==> src/rtl/parking_lot_counter.sv <==
// Gate occupancy counter: synchronises two beam sensors, decodes the direction of a car
// passing through them, and keeps a saturating count of parked cars.
module parking_lot_counter #(
   parameter int unsigned MAX_COUNT = 25,
   parameter int unsigned CW        = 5
) (
   input  logic          clk,
   input  logic          reset_n,
   input  logic          A,
   input  logic          B,
   output logic [CW-1:0] COUNT,
   output logic          enter,
   output logic          exit,
   output logic          full,
   output logic          empty
);

   typedef enum logic [2:0] {
      IDLE     = 3'd0,
      EN1      = 3'd1,
      EN2      = 3'd2,
      EN3      = 3'd3,
      EX1      = 3'd4,
      EX2      = 3'd5,
      EX3      = 3'd6,
      WAIT_CLR = 3'd7
   } state_e;

   localparam logic [CW-1:0] MaxCnt = CW'(MAX_COUNT);

   logic          a_meta_q, a_sync_q, b_meta_q, b_sync_q;
   state_e        state_q, state_d;
   logic [CW-1:0] count_q, count_d;
   logic          enter_q, exit_q, full_q, empty_q;
   logic          inc_c, dec_c;
   logic [1:0]    ab_c;

   assign ab_c  = {a_sync_q, b_sync_q};
   assign COUNT = count_q;
   assign enter = enter_q;
   assign exit  = exit_q;
   assign full  = full_q;
   assign empty = empty_q;

   // Direction decoder: a legal pass walks through both beams in order; any jump parks in WAIT_CLR.
   always_comb begin
      state_d = state_q;
      inc_c   = 1'b0;
      dec_c   = 1'b0;
      case (state_q)
         IDLE: begin
            case (ab_c)
               2'b10:   state_d = EN1;
               2'b01:   state_d = EX1;
               2'b11:   state_d = WAIT_CLR;
               default: state_d = IDLE;
            endcase
         end
         EN1: begin
            case (ab_c)
               2'b11:   state_d = EN2;
               2'b00:   state_d = IDLE;
               2'b01:   state_d = WAIT_CLR;
               default: state_d = EN1;
            endcase
         end
         EN2: begin
            case (ab_c)
               2'b01:   state_d = EN3;
               2'b10:   state_d = EN1;
               2'b00:   state_d = WAIT_CLR;
               default: state_d = EN2;
            endcase
         end
         EN3: begin
            case (ab_c)
               2'b00: begin
                  state_d = IDLE;
                  inc_c   = 1'b1;
               end
               2'b11:   state_d = EN2;
               2'b10:   state_d = WAIT_CLR;
               default: state_d = EN3;
            endcase
         end
         EX1: begin
            case (ab_c)
               2'b11:   state_d = EX2;
               2'b00:   state_d = IDLE;
               2'b10:   state_d = WAIT_CLR;
               default: state_d = EX1;
            endcase
         end
         EX2: begin
            case (ab_c)
               2'b10:   state_d = EX3;
               2'b01:   state_d = EX1;
               2'b00:   state_d = WAIT_CLR;
               default: state_d = EX2;
            endcase
         end
         EX3: begin
            case (ab_c)
               2'b00: begin
                  state_d = IDLE;
                  dec_c   = 1'b1;
               end
               2'b11:   state_d = EX2;
               2'b01:   state_d = WAIT_CLR;
               default: state_d = EX3;
            endcase
         end
         default: begin
            if (ab_c == 2'b00) state_d = IDLE;
         end
      endcase
   end

   // Saturating count; the pulse still fires at the limits since a car physically passed.
   always_comb begin
      count_d = count_q;
      if (inc_c && (count_q < MaxCnt)) count_d = count_q + CW'(1);
      if (dec_c && (count_q != '0))    count_d = count_q - CW'(1);
   end

   always_ff @(posedge clk) begin
      if (!reset_n) begin
         a_meta_q <= 1'b0;
         a_sync_q <= 1'b0;
         b_meta_q <= 1'b0;
         b_sync_q <= 1'b0;
         state_q  <= IDLE;
         count_q  <= '0;
         enter_q  <= 1'b0;
         exit_q   <= 1'b0;
         full_q   <= 1'b0;
         empty_q  <= 1'b1;
      end else begin
         a_meta_q <= A;
         a_sync_q <= a_meta_q;
         b_meta_q <= B;
         b_sync_q <= b_meta_q;
         state_q  <= state_d;
         count_q  <= count_d;
         enter_q  <= inc_c;
         exit_q   <= dec_c;
         full_q   <= (count_d == MaxCnt);
         empty_q  <= (count_d == '0);
      end
   end

endmodule

==> config.mk <==
export PLATFORM = sky130hd
export DESIGN_NAME = parking_lot_counter
export DESIGN_NICKNAME = d
export VERILOG_FILES = /design/src/rtl/parking_lot_counter.sv
export SDC_FILE = /design/constraint.sdc
export NUM_CORES = 1
export LEC_CHECK = 0
export ABC_AREA = 1
export CAP_MARGIN = 25
export CELL_PAD_IN_SITES_DETAIL_PLACEMENT = 0
export CELL_PAD_IN_SITES_GLOBAL_PLACEMENT = 2
export CORE_ASPECT_RATIO = 1.75
export CORE_MARGIN = 10
export CORE_UTILIZATION = 32
export CTS_CLUSTER_SIZE = 12
export DETAILED_ROUTE_END_ITERATION = 7
export PLACE_DENSITY = 0.81
export SLEW_MARGIN = 20
export SYNTH_ARGS = -nofsm -noshare
export SYNTH_HDL_FRONTEND = slang
export SYNTH_SLANG_ARGS = --single-unit
==> constraint.sdc <==
create_clock -name clk -period 4.27 [get_ports clk]
set_clock_uncertainty 0.2 [all_clocks]
set_input_delay 1.281 -clock clk [delete_from_list [all_inputs] [get_ports clk]]
set_output_delay 1.281 -clock clk [all_outputs]
set_load 0.03 [all_outputs]
==> metrics.csv <==
stage,metric,value,unit
worst_setup_path,r2r_end,empty,
cts,cts_buffers,3,
placement,dp_slack,1640,ps
placement,place_area,1170,um^2
power_and_ir_drop,p_int,0.248,mW
power_and_ir_drop,p_leak,0.568,nW
cts,htreeDepth,1,
route,wl,2410,um
route,viasPerCell,4.72,
floorplan,fp.dieW,62.9,um
sta,finalHoldViolCount,0,
worst_hold_path,min_path_type,register to register,
worst_setup_path,max_stage_delay,720,ps
global_route,grt_pass1_vias,959,
route,m1WireLength,810,um
finish,drive_gt1_share,9.38,%
worst_setup_path,worstSetupStartpointType,register,
placement,dp_hpwl,2030,um
placement,place.gp.congestion,0.836,
finish,post-route-cell-area,1220,um^2
route,drc,0,
cts,ctsHoldBuffers,0,
synth,synth_seq_cells,16,
worst_setup_path,crit_start,COUNT[2],
synth,ys_types,23,
finish,syn2layout_area_growth,18.4,%
finish,largest_reg_flops,5,
sta,fin_ws,1390,ps
finish,final_cell_mix,"nand2_1, inv_1, nor2_1, nand3_1, dfxtp_1",
sta,finalSetupViolations,0,
floorplan,core_area,3140,um^2
route,post_drt_wl_per_cell,11.9,um
synth,syn_inst,148,
worst_setup_path,r2r_cells,10,
global_route,grt_max_degree,10,
cts,post_cts_resized,0,
finish,layout_commonest_cell,nand2_1,
sta,min_period_over_period,67.6,%
worst_setup_path,cp_slowest_cell,clkdlybuf4s50_1,
finish,post-route-util,38.9,%
sta,slew_headroom,71.6,%
finish,fin_nets,175,
synth,syn_area,1030,um^2
run,maxCapViolCount,0,
synth,synth_seq_area_share,31.1,%
sta,setup_tns,0,ps
worst_setup_path,worstReg2RegStart,a_sync_q,
global_route,grt_pass1_wl,4130,um
global_route,antenna_found_initial,0,
worst_setup_path,critPathKind,register to output port,
global_route,grt_overflow,0,
worst_setup_path,path_depth,1,
sta,tightest_slew,426,ps
cts,cts_tree,yes,
route,routed-wl-met2,1340,um
cts,cts.root.buffer_cell,clkbuf_8,
route,first_pass_iters,5,
sta,min_period,2880,ps
power_and_ir_drop,switching_power,0.0766,mW
worst_setup_path,cp_max_fo,7,
worst_setup_path,crit_family,buffers and inverters,
cts,postCtsSetupBuffers,0,
worst_hold_path,hold_depth,2,
floorplan,start_util,32.8,%
outcome,status,completed,
route,drt_iter0_markers,33,
global_route,track_usage,8.65,%
power_and_ir_drop,pwr_density_cell,265,nW/um^2
worst_setup_path,cp.required,2790,ps
worst_setup_path,cp_cell_sequence,clkdlybuf4s50_1,
cts,cts.sinks,16,
floorplan,die_h,95.1,um
sta,fmax,347,MHz
route,num_vias,959,
worst_setup_path,arrival,1400,ps
synth,syn_nets,162,
floorplan,dieArea,5980,um^2
power_and_ir_drop,vdd_ir_drop_max,0.000244,V
cts,clock_path_buffers,2,
floorplan,pin_count,13,
sta,drv_slew,0,
power_and_ir_drop,seqPwrFrac,49.7,%
cts,clk-insertion-delay-late,250,ps
worst_setup_path,crit_path_end,COUNT[2],
placement,io_buffers,12,
power_and_ir_drop,combPwrFrac,9.9,%
finish,diodes,0,
route,top_layer,met4,
power_and_ir_drop,clkPwrFrac,40.3,%
synth,synth.avg_cell_area,6.97,um^2
worst_setup_path,end_kind,output port,
worst_setup_path,cp.buffers_inverters,1,
floorplan,num_rows,27,
cts,clk_pin_slew,60,ps
sta,rsz0062_at_grt,false,
worst_setup_path,r2r_slack,2290,ps
route,routed-wl-met3,134,um
synth,ys_warn_count,0,
power_and_ir_drop,switching_share,23.6,%
route,ant_nets,0,
-- through the flow --
stage,power [mW],cells,hold slack [ps]
3_3_place_gp,0.197,199,215
3_5_place_dp,0.197,199,197
2_1_floorplan,0.191,148,190
5_1_grt,0.342,203,252
6_report,0.324,203,214
4_1_cts,0.329,203,219
-- layer usage --
layer | vias to the layer above | GRT usage, %
met5 | - | 0
met4 | 0 | 6.55
met3 | 10 | 2.23
met2 | 25 | 18.0
met1 | 426 | 6.36
li1 | 498 | -
-- cell type report --
| class | count | area, um^2 |
|---|---|---|
| clock buffers | 4 | 55.1 |
| flip-flops and latches | 16 | 320 |
| inverters | 22 | 90.1 |
| fillers | 343 | 1920 |
| multi-input cells | 106 | 582 |
| repair buffers | 12 | 120 |
| well taps | 43 | 53.8 |
-- power by group through the flow --
stage	sequential (mW)	clock [mW]	combinational (mW)
global placement	0.164	0	0.0325
CTS	0.161	0.136	0.0324
floorplan	0.159	0	0.0327
finish	0.161	0.131	0.0322
detailed placement	0.164	0	0.0322
global route	0.162	0.143	0.0379
-- cell usage after synthesis (all sizes together) --
cell,n,area (um^2)
nand2,34,138
inv,22,90.1
nand4,2,12.5
o21ai,5,25.0
nor3,4,20.0
a31oi,3,18.8
o22ai,3,18.8
nand3b,1,7.51
ha,10,125
a21oi,1,5.00
and3,1,6.26
nand3,20,105
buf,3,33.8
nor2,22,100
clkbuf,1,5.00
dfxtp,16,320
-- logic make-up (layout without fill, tap and decap cells) --
kind of cell,count (synthesis),in the layout,synth area share (%)
DFF,16,16,31.1
buffers and inverters,26,38,12.5
and+or+nand+nor,84,84,37.7
adders and majority gates,10,10,12.1
AOI/OAI and AO/OA,12,12,6.55
-- worst min-delay path by stage --
stage                to     start  slack, ps
3_5_place_dp   a_sync_q  a_meta_q        200
2_1_floorplan  a_sync_q  a_meta_q        190
3_3_place_gp   a_sync_q  a_meta_q        220
5_1_grt        a_sync_q  a_meta_q        250
6_report       a_sync_q  a_meta_q        210
4_1_cts        a_sync_q  a_meta_q        220
Note: power is estimated with default switching activity, not from simulation.
